===== config.mk =====
export PLATFORM = sky130hd
export DESIGN_NAME = pipe_stage_skid_reg
export DESIGN_NICKNAME = d
export VERILOG_FILES = /design/src/rtl/pipe_stage_skid_reg.sv
export SDC_FILE = /design/constraint.sdc
export NUM_CORES = 1
export LEC_CHECK = 0
export CAP_MARGIN = 10
export CELL_PAD_IN_SITES_DETAIL_PLACEMENT = 0
export CELL_PAD_IN_SITES_GLOBAL_PLACEMENT = 1
export CORE_MARGIN = 3
export CORE_UTILIZATION = 54
export CTS_BUF_LIST = sky130_fd_sc_hd__clkbuf_4 sky130_fd_sc_hd__clkbuf_8
export CTS_CLUSTER_SIZE = 25
export DETAILED_ROUTE_END_ITERATION = 6
export DONT_BUFFER_PORTS = 1
export PLACE_DENSITY_LB_ADDON = 0.15
export SLEW_MARGIN = 20
export SYNTH_ARGS = -nofsm -noshare
export SYNTH_HDL_FRONTEND = slang
export SYNTH_SLANG_ARGS = --single-unit
export TNS_END_PERCENT = 10

===== constraint.sdc =====
create_clock -name clk -period 6.75 [get_ports clk]
set_input_delay 2.025 -clock clk [delete_from_list [all_inputs] [get_ports clk]]
set_output_delay 2.025 -clock clk [all_outputs]
set_load 0.02 [all_outputs]

===== src/rtl/pipe_stage_skid_reg.sv =====
// pipe_stage_skid_reg: inter-stage pipeline register for the 8-bit RISC pipeline.
// Carries NUM_OPS operand lanes plus ra/rb/ctrl/flags sideband fields.
// Flow control is valid/ready with a 2-entry skid buffer. The skid buffer keeps
// full throughput, and in_ready depends only on registered state (and rst).
// A synchronous flush squashes every held entry.
// Optional feature: define PIPE_STAGE_PERF_EN to add the saturating stall and
// flush performance counters (perf_stall_cnt, perf_flush_cnt).
module pipe_stage_skid_reg #(
  parameter int DATA_W  = 8,
  parameter int NUM_OPS = 6,
  parameter int RIDX_W  = 2,
  parameter int CTRL_W  = 4,
  parameter int FLAG_W  = 8
) (
  input  logic                      clk,
  input  logic                      rst,
  input  logic                      flush,
  input  logic                      in_valid,
  output logic                      in_ready,
  input  logic [NUM_OPS*DATA_W-1:0] in_ops,
  input  logic [RIDX_W-1:0]         in_ra,
  input  logic [RIDX_W-1:0]         in_rb,
  input  logic [CTRL_W-1:0]         in_ctrl,
  input  logic [FLAG_W-1:0]         in_flags,
  output logic                      out_valid,
  input  logic                      out_ready,
  output logic [NUM_OPS*DATA_W-1:0] out_ops,
  output logic [RIDX_W-1:0]         out_ra,
  output logic [RIDX_W-1:0]         out_rb,
  output logic [CTRL_W-1:0]         out_ctrl,
  output logic [FLAG_W-1:0]         out_flags
`ifdef PIPE_STAGE_PERF_EN
  ,
  output logic [15:0]               perf_stall_cnt,
  output logic [15:0]               perf_flush_cnt
`endif
);

  typedef struct packed {
    logic [NUM_OPS*DATA_W-1:0] ops;
    logic [RIDX_W-1:0]         ra;
    logic [RIDX_W-1:0]         rb;
    logic [CTRL_W-1:0]         ctrl;
    logic [FLAG_W-1:0]         flags;
  } entry_t;

  // The encoding makes bit 0 the main-register valid and bit 1 the skid-register valid.
  // Both valid bits therefore come straight out of flops.
  typedef enum logic [1:0] {
    EMPTY = 2'b00,
    ONE   = 2'b01,
    FULL  = 2'b11
  } occ_e;

  occ_e   state;
  entry_t main_q;
  entry_t skid_q;
  entry_t in_entry;
  logic   main_valid;
  logic   skid_valid;
  logic   push;
  logic   pop;

  assign in_entry   = '{ops: in_ops, ra: in_ra, rb: in_rb, ctrl: in_ctrl, flags: in_flags};
  assign main_valid = state[0];
  assign skid_valid = state[1];

  // in_ready depends only on the skid flop and rst. It has no combinational path from out_ready.
  assign in_ready  = ~skid_valid & ~rst;
  assign push      = in_valid & in_ready;
  assign pop       = main_valid & out_ready;

  assign out_valid = main_valid;
  assign out_ops   = main_q.ops;
  assign out_ra    = main_q.ra;
  assign out_rb    = main_q.rb;
  assign out_ctrl  = main_q.ctrl;
  assign out_flags = main_q.flags;

  // Occupancy FSM and data movement. Data registers load only on push or on a skid->main move.
  always_ff @(posedge clk or posedge rst) begin
    if (rst) begin
      // NOTE: every register here is a flop, so the data registers can be reset.
      // They are cleared so that out_* read zero while the stage is in reset.
      state  <= EMPTY;
      main_q <= '0;
      skid_q <= '0;
    end else if (flush) begin
      // Clearing the valid bits is enough. Stale data is never presented as valid.
      state <= EMPTY;
    end else begin
      // NOTE: non-blocking assignments let main_q read the old skid_q in the same edge.
      case (state)
        EMPTY: begin
          if (push) begin
            main_q <= in_entry;
            state  <= ONE;
          end
        end
        ONE: begin
          if (push && pop) begin
            main_q <= in_entry;
          end else if (push) begin
            skid_q <= in_entry;
            state  <= FULL;
          end else if (pop) begin
            state <= EMPTY;
          end
        end
        FULL: begin
          if (pop) begin
            main_q <= skid_q;
            state  <= ONE;
          end
        end
        default: state <= EMPTY;
      endcase
    end
  end

`ifdef PIPE_STAGE_PERF_EN
  // Saturating performance counters. Reset clears them; flush does not.
  always_ff @(posedge clk or posedge rst) begin
    if (rst) begin
      perf_stall_cnt <= '0;
      perf_flush_cnt <= '0;
    end else begin
      if (main_valid && !out_ready && perf_stall_cnt != 16'hFFFF)
        perf_stall_cnt <= perf_stall_cnt + 16'd1;
      if (flush && (main_valid || skid_valid) && perf_flush_cnt != 16'hFFFF)
        perf_flush_cnt <= perf_flush_cnt + 16'd1;
    end
  end
`endif

endmodule

# [After elaboration in Yosys (flattened, before gate mapping)]
# Index checks and enable logic that the tools add are counted.
[word_totals] inputBits=69 ff_bits=130
[op_classes] n_reduce_logical=6 eq_ne=9 bitwise=7 mux=11
[ops] operator="64-bit 2-to-1 mux" n=3
[ops] operator="64-bit one-hot mux with 3 select lines" n=1
[ops] operator="2-bit 2-to-1 mux" n=6
[ops] operator="3-bit != test (second input constant)" n=3
[ops] operator="4-bit AND reduction" n=2
[ops] operator="2-bit != test (second input constant)" n=3
[ops] operator="2-bit one-hot mux with 3 select lines" n=1
[ops] operator="5-bit AND reduction" n=1
[ops] operator="4-bit != test (second input constant)" n=1
[ops] operator="1-bit NOT" n=4
[ops] operator="1-bit AND" n=3
[ops] operator="3-bit nonzero test" n=1
[ops] operator="2-bit by 1-bit == test with 1-bit output (second input constant)" n=1
[ops] operator="2-bit == test (second input constant)" n=1
[ops] operator="2-bit zero test" n=1
[ops] operator="1-bit logical AND" n=1

# [Depth between registers and ports, before layout]
# Gate-level depths: netlist of the first run.
[depth] depth_word=7 ltp_mapped=7 mapped_depth_nobuf=5

# [Least setup slack after synthesis of the first run]
# No wires, ideal clock.
[synth_path] path_type="input port to output port" start="input rst" end="output in_ready" required_ns=4.725 t_arrival_ns=2.318 path_buffers=0 slack_ns=2.407 stages=1 cell_sequence="nor2_1"
[synth_via] elab_chain_len=2
[synth_rtl] element="start: declaration" line_no="16" rtl="input logic rst,"
[synth_rtl] element="1-bit NOT" line_no="69" rtl="assign in_ready = ~skid_valid & ~rst;"
[synth_rtl] element="1-bit AND" line_no="69"
[synth_rtl] element="end: declaration" line_no="19" rtl="output logic in_ready,"
# No other way between the ends.

# [Worst setup path after layout of the first run]
# Same ends and word-level chain as after synthesis.

==> flow_results.org, run 1 <==
** Route
- Across all layers, the routed design uses 2969 vias.
- Total routed wirelength :: 11.0 mm
- Dividing the detail-routed wire length by the instance count gives 21.2 um.
- Starting DRC count in detailed routing :: 151
- DRC errors left :: 0
- For this run, the detailed router's first-pass iteration total came to 4.
- Final antenna-violating net count :: 0
- Dividing the detail-routed via count by the number of cells gives roughly 5.7.

** Synthesis
- Synthesis inferred 130 register bits.
- Summing every instance area after synthesis gives 6000 um2.
- Top area cells in the synthesized netlist :: sky130_fd_sc_hd__dfrtp_1 54%, sky130_fd_sc_hd__mux2_2 25%, sky130_fd_sc_hd__mux2_4 15%
- Yosys warns :: 0
- Share of the synthesized area in the top cell type :: 0.543
- A synthesized cell averages 16.4 um2.
- The share of the Yosys chip area taken by registers is 0.543.
- Library cell with the largest summed area after synthesis :: sky130_fd_sc_hd__dfrtp_1
- Net count after synthesis :: 439
- Cells after Synth :: 366
- Count of distinct cell types in the synthesized netlist :: 21

** Critical path
- By startpoint and endpoint, the worst setup path is classified as input port to output pin.
- STA classifies the critical path startpoint as an input port.
- Data on the critical path arrives at its endpoint at roughly 2.3 ns.
- CP max FO :: 3
- Among cell families on the critical path, the largest total delay comes from simple AND/OR/NAND/NOR gates.
- Counting cells, the worst reg-to-reg path comes to 5.
- The worst register-to-register path has a setup slack of 3.27 ns.
- Slowest stage delay, CP :: 0.30 ns
- The critical path contains buffers and inverters numbering 0 combined.
- Walking the worst path, the cells encountered are nor2_1.
- At the worst endpoint, the required time is 4.72 ns.
- Nature of the critical path endpoint :: output pin
- The startpoint identified for the worst register-to-register timing path is state[0].
- In this run the critical register-to-register path is captured at out_ra[1].
- Slowest cell on the critical path :: sky130_fd_sc_hd__nor2_1

** Finish
- The number of antenna diodes in the final layout is 0.
- After filler insertion, the fill cell instance count of the layout stands at approximately 800.
- Share of layout cells above drive strength 1 :: 0.610
- Count of non-filler cells in the finished layout :: 518
- Post-route standard cell area excluding fillers :: 6540 um2
- Post-route core utilization :: 0.619
- Final net count :: 442
- The area growth from synthesis to layout is 9.04%.

** Place
- Detailed placement ended at an HPWL of 7.07 mm.
- Weighted congestion at the end of routability-driven global placement :: 0.704
- The number of placed instances, taps included, is 486.
- After detailed placement, the total cell area comes to 6050 um2.
- In this run the tool buffered the top-level ports with 0 buffer cells.

** Worst hold path
- Min-Delay Path Depth :: 1
- The path with the worst hold slack has its endpoint at skid_q[10].
- The path class of the tightest hold or removal check is flop to flop.
- In this run the most critical hold path is launched from skid_q[10].

** STA
- Count of endpoints failing setup in the final report :: 0
- Timing would allow up to 230 MHz.
- Measured slew at the worst slew-check pin :: 0.988 ns
- The number of hold violations in the final report came to 0.
- The final max-slew violation count is 0.
- In the finished design, the share of the clock period the worst path needs comes to 0.645.
- Maximum clock skew at final layout :: between 0.007 and 0.008 ns
- In the final timing run, aggregate negative setup slack is 0 ns.
- Final min period :: between 4 and 5 ns
- Setup repair after global routing missed its margin :: no
- The worst pin sits at a relative slew slack of 0.341.

** Clock network
- Cts repair resizes :: 0
- CTS saw 130 sinks.
- Hold buffer count at cts :: 0
- Clock tree buffer depth :: 2
- TritonCTS clock tree :: built
- Root buffer selected by CTS :: sky130_fd_sc_hd__clkbuf_8
- Worst-Skew Late Latency :: about 0.43 ns
- H-Tree Depth :: 4
- Clock buffers created by TritonCTS :: 17
- Clock transition time at the flip-flop clock pins of the worst setup and hold paths :: about 0.06 ns
- Buffers inserted during post-CTS setup optimization :: 0

** Global routing
- Maximum number of pins on one net before global-route repair :: 85
- Initial antenna violation count :: 0
- The via count of the first global-routing pass was 3319.
- Global route total overflow :: 0
- First-pass GRT wire length :: 18.0 mm
- Overall global routing resource usage :: 0.185

** Floorplanning
- Die Footprint :: about 12000 um2
- Number of core rows :: 37
- Number of primary I/O pins :: 135
- Starting density of the core :: 0.568
- Vertical die dimension :: 111 um
- The die is roughly 110 um wide.
- Placeable core region :: 10600 um2

** Outcome
- The flow ran to the end, and the final reports show no timing, DRC or antenna violations.

** Power
- VDD sags by at most 0.273 mV.
- Reported leakage power :: 0.00298 uW
- In this run the power density over the cells is roughly 490 nW/um2.
- Final total power :: roughly 3200 uW

** Job
- Across the run, the number of max-cap violations was 0.
-- cell usage after synthesis --
cell                       number
sky130_fd_sc_hd__a221oi_1       1
sky130_fd_sc_hd__xor2_1         1
sky130_fd_sc_hd__mux2_2       132
sky130_fd_sc_hd__buf_1          3
sky130_fd_sc_hd__buf_6         13
sky130_fd_sc_hd__mux2i_1        1
sky130_fd_sc_hd__nand3_1        2
sky130_fd_sc_hd__ha_1           4
sky130_fd_sc_hd__nor2b_1        1
sky130_fd_sc_hd__nor3b_2        1
sky130_fd_sc_hd__or4_1          1
sky130_fd_sc_hd__dfrtp_1      130
sky130_fd_sc_hd__clkbuf_1       4
sky130_fd_sc_hd__mux2_4        60
sky130_fd_sc_hd__a211o_1        3
sky130_fd_sc_hd__nor2_2         1
sky130_fd_sc_hd__nand2b_1       1
sky130_fd_sc_hd__nand2_1        2
sky130_fd_sc_hd__inv_1          3
sky130_fd_sc_hd__o31ai_1        1
sky130_fd_sc_hd__nor2_1         1
-- cell families (layout without fill, tap and decap cells) --
logic type               count (synthesis)  after routing  synth area share
XOR/XNOR                                 1              1           0.00146
AND/OR/NAND/NOR                         10             10            0.0100
multiplexers                           193            193             0.400
adder cells (fa/ha/maj)                  4              4           0.00835
flip-flops                             130            130             0.543
buffers and inverters                   23             39            0.0307
AO/OA/AOI/OAI                            5              5           0.00710
-- stage by stage --
stage	hold slack (ns)	setup slack, ns
6_report	0.502	2.40
5_1_grt	0.514	2.38
4_1_cts	0.508	2.39
3_5_place_dp	0.490	2.34
3_3_place_gp	0.483	2.39
2_1_floorplan	0.475	1.26
-- layer usage --
| metal | up-vias | wire length (um) | global-route usage | part of all wire |
|---|---|---|---|---|
| met5 | - | 0 | 0 | 0 |
| met4 | 0 | 207 | 0.0811 | 0.019 |
| met3 | 19 | 1130 | 0.0951 | 0.10 |
| met2 | 103 | 5170 | 0.281 | 0.47 |
| met1 | 1530 | 4470 | 0.222 | 0.41 |
| li1 | 1317 | - | - | - |
-- cells in the final DEF, fill, tap and decap left out, drive strengths merged --
| cell type | n |
|---|---|
| mux2 | 192 |
| dfrtp | 130 |
| clkbuf | 22 |
| bufinv | 6 |
| buf | 4 |
| ha | 4 |
| a211o | 3 |
| inv | 3 |
| nand2 | 2 |
| nand3 | 2 |
| clkinvlp | 2 |
| clkinv | 2 |
| nor2 | 2 |
| nor3b | 1 |
| nor2b | 1 |
| nand2b | 1 |
| xor2 | 1 |
| a221oi | 1 |
| mux2i | 1 |
| or4 | 1 |
| o31ai | 1 |
-- layout make-up --
cell class / instances / area [um2] / share of cell area
Clock buffer: 22 / 278 / 0.0425
Clock inverter: 10 / 205 / 0.0314
Inverter: 3 / 16.3 / 0.00249
Multi-Input combinational cell: 213 / 2580 / 0.395
Sequential cell: 130 / 3250 / 0.498
Tap cell: 136 / 170 / 0.0260
Timing Repair Buffer: 4 / 30.0 / 0.00459
-- sequential cells by signal, summed over array words and instances, names as in the netlist --
register	flops
state	2
out_ops	48
skid_q	64
out_rb	2
out_ra	2
out_flags	8
out_ctrl	4
-- how the worst max path moves through the flow --
stage               startpoint           to  slack (ns)  cells past startpoint
floorplan                  rst  out_ctrl[0]        1.26                      1
global placement           rst     in_ready        2.39                      1
detailed placement         rst   skid_q[31]        2.34                      5
CTS                        rst     in_ready        2.39                      1
global route               rst     in_ready        2.38                      1
finish                     rst     in_ready        2.40                      1
-- power breakdown --
part | switching [uW] | internal [uW]
sequential | 505 | 1170
clock | 294 | 502
combinational | 223 | 510
total | 1020 | 2180
Note: power is estimated with default switching activity, not from simulation.
==> run 2, diff against run 1 <==
==> constraint.sdc (replaced) <==
create_clock -name clk -period 4.12 [get_ports clk]
set_input_delay 1.236 -clock clk [delete_from_list [all_inputs] [get_ports clk]]
set_output_delay 1.236 -clock clk [all_outputs]
set_load 0.02 [all_outputs]
==> flow_results.org, run 2 (synthesis gave the netlist of run 1 again) <==
** Clock network
- Root buffer selected by CTS :: sky130_fd_sc_hd__clkbuf_8
- Number of clock sinks :: 130
- Clock buffers created by TritonCTS :: 17
- Buffers inserted during post-CTS setup optimization :: 0
- Clock transition time at the flip-flop clock pins of the worst setup and hold paths :: 0.07 ns
- TritonCTS built the clock tree.
- Hold buffer count at cts :: 0
- Cts repair resizes :: 0
- Clock tree buffer depth :: 2
- The H-tree was split into 4 levels.
- Worst-Skew Late Latency :: roughly 0.43 ns

** Outcome
- Status :: finished, final reports clean

** Worst hold path
- The worst hold path belongs to the class flop to flop.
- The startpoint identified for the worst hold timing path is skid_q[32].

** Power
- Of the total power, combinational logic draws 0.241.
- Of the total power, the clock network draws 0.210.
- Reported leakage power :: 0.00296 uW
- IR analysis of the VDD net gives a maximum drop of 0.399 mV.
- The completed layout was analyzed and its total power is ~5000 uW.
- Switching power :: 1660 uW
- Sequential power share :: 0.549
- Internal power summed over all cells :: 3330 uW
- Of the total power, the share spent switching nets is 0.332.
- Dividing total power by cell area gives a power density of 771 nW/um2.

** Place
- Weighted congestion at the end of routability-driven global placement :: approximately 0.75
- After legalization and detailed placement, the total HPWL measured slightly below 7 mm.
- In this run the tool buffered the top-level ports with 0 buffer cells.

** Route
- In the final routed layout, each cell accounts on average for 21.0 um.
- Once detail routing completed, the nets flagged for antenna violations numbered 0.
- Detailed-route via count :: about 3000
- DRC errors left :: 0
- Starting DRC count in detailed routing :: 159
- For this run, the detailed router's first-pass iteration total came to 4.
- In the routed layout, each cell is associated on average with a via count of 5.68.
- After detailed routing, the total wire length is 10.9 mm.

** Global routing
- Summed over all layers, the global routing overflow is 0.
- Vias in the first global route :: 3334
- Entering global routing, the biggest net connects 102 pins.
- The number of antenna violations at the first check in global routing is 0.
- For this run, the total global-route usage over all layers was measured as 0.185.
- First-pass GRT wire length :: 18.1 mm

** Floorplanning
- The initial utilization of the core area, before any placement, comes to 0.568.
- The die covers 12400 um2.
- In this run the horizontal extent of the chip is 111 um.
- The core region is around 11000 um2.
- Row generation in the floorplan step produced 37 rows.
- Measured along the y axis, the die boundary spans 111 um.
- Number of primary I/O pins :: around 140

** Critical path
- CP max FO :: 45
- STA puts the critical path data arrival time at 3.16 ns.
- Critical path class :: input port to flop
- Worst Path Required :: 4.43 ns
- In this run the critical register-to-register path is launched from state[0].
- Setup crit start kind :: input port
- The worst setup path is captured at a flop.
- Critical path startpoint :: rst

** Finish
- Register name with the most flops :: skid_q
- Most common library cell in the layout ignoring fill and taps :: sky130_fd_sc_hd__mux2_2
- Ant. Diodes :: 0
- In the final layout, the share of cells above drive strength 1 is 0.611.
- Top library cells by usage in the layout, fill and taps aside :: 132 x sky130_fd_sc_hd__mux2_2, 130 x sky130_fd_sc_hd__dfrtp_1, 60 x sky130_fd_sc_hd__mux2_4, 26 x sky130_fd_sc_hd__clkbuf_8
- The area growth from synthesis to layout is 7.93%.
- For this run, the post-layout net count is 443.
- Flip-flop count of the largest register, all copies and words added :: 64

** STA
- Final Slew Violations :: 0
- At the pin with the least slew margin, the transition time is 0.925 ns.
- Dividing the final minimum period by the clock period gives 0.691.
- Final min period :: approximately 2.8 ns
- Based on the critical path, the design can be clocked at up to 351 MHz.
- In the final timing run, aggregate negative setup slack is 0 ns.
- The number of hold violations in the final report came to 0.
- Count of endpoints failing setup in the final report :: 0
- Maximum clock skew at final layout :: 0.00584 ns
- Setup repair after global routing left no endpoint under its margin.
- Headroom to the max-slew limit came out at 0.384.

** Job
- Max-cap viol count :: 0
-- run 2: cell type report --
type,count,area [um2]
fill,772,4080
sequential,130,3250
multi-input combinational,213,2570
clock buffer,29,380
tap,136,170
timing repair buffer,5,62.6
clock inverter,3,15.0
inverter,3,15.0
-- run 2: metal layers --
layer / up-vias / wire length [um] / GRT usage
li1: 1327 / - / -
met3: 15 / 1090 / 0.0924
met1: 1507 / 4570 / 0.230
met2: 100 / 5080 / 0.279
met4: 0 / 157 / 0.0689
met5: - / 0 / 0
-- run 2: critical path, cell delays in order --
cell                      delay (ns)
sky130_fd_sc_hd__nor3b_2        0.34
sky130_fd_sc_hd__nand3_1        0.16
sky130_fd_sc_hd__a211o_4        0.65
sky130_fd_sc_hd__buf_4          0.40
sky130_fd_sc_hd__mux2_4         0.34
-- run 2: final timing paths --
kind,end,slack (ns),depth (start not counted)
worst max-delay path,out_ops[22],1.27,5
worst min-delay path,skid_q[32],0.50,1
worst max register to register,out_ops[22],1.36,6
worst min register to register,skid_q[32],0.50,1
max in group asynchronous,out_ops[43],2.42,2
min in group asynchronous,skid_q[55],0.76,1
-- run 2: power groups by stage --
stage | Clock [uW] | Combinational (uW) | Sequential, uW
detailed placement | 0 | 1230 | 2760
global placement | 0 | 1170 | 2740
floorplan | 0 | 1130 | 2600
global route | 1130 | 1310 | 2820
CTS | 1070 | 1220 | 2750
finish | 1050 | 1200 | 2740
-- run 2: per-stage QoR --
stage	utilization	cell area [um2]	cells	worst slack, ns	hold slack [ns]
after floorplan	-	6000	366	1.27	0.475
after global placement	0.576	6080	487	0.837	0.483
after detailed placement	0.576	6080	487	0.786	0.490
after CTS	0.613	6470	519	1.27	0.506
after global routing	0.613	6470	519	1.18	0.516
final	0.613	6470	519	1.27	0.502
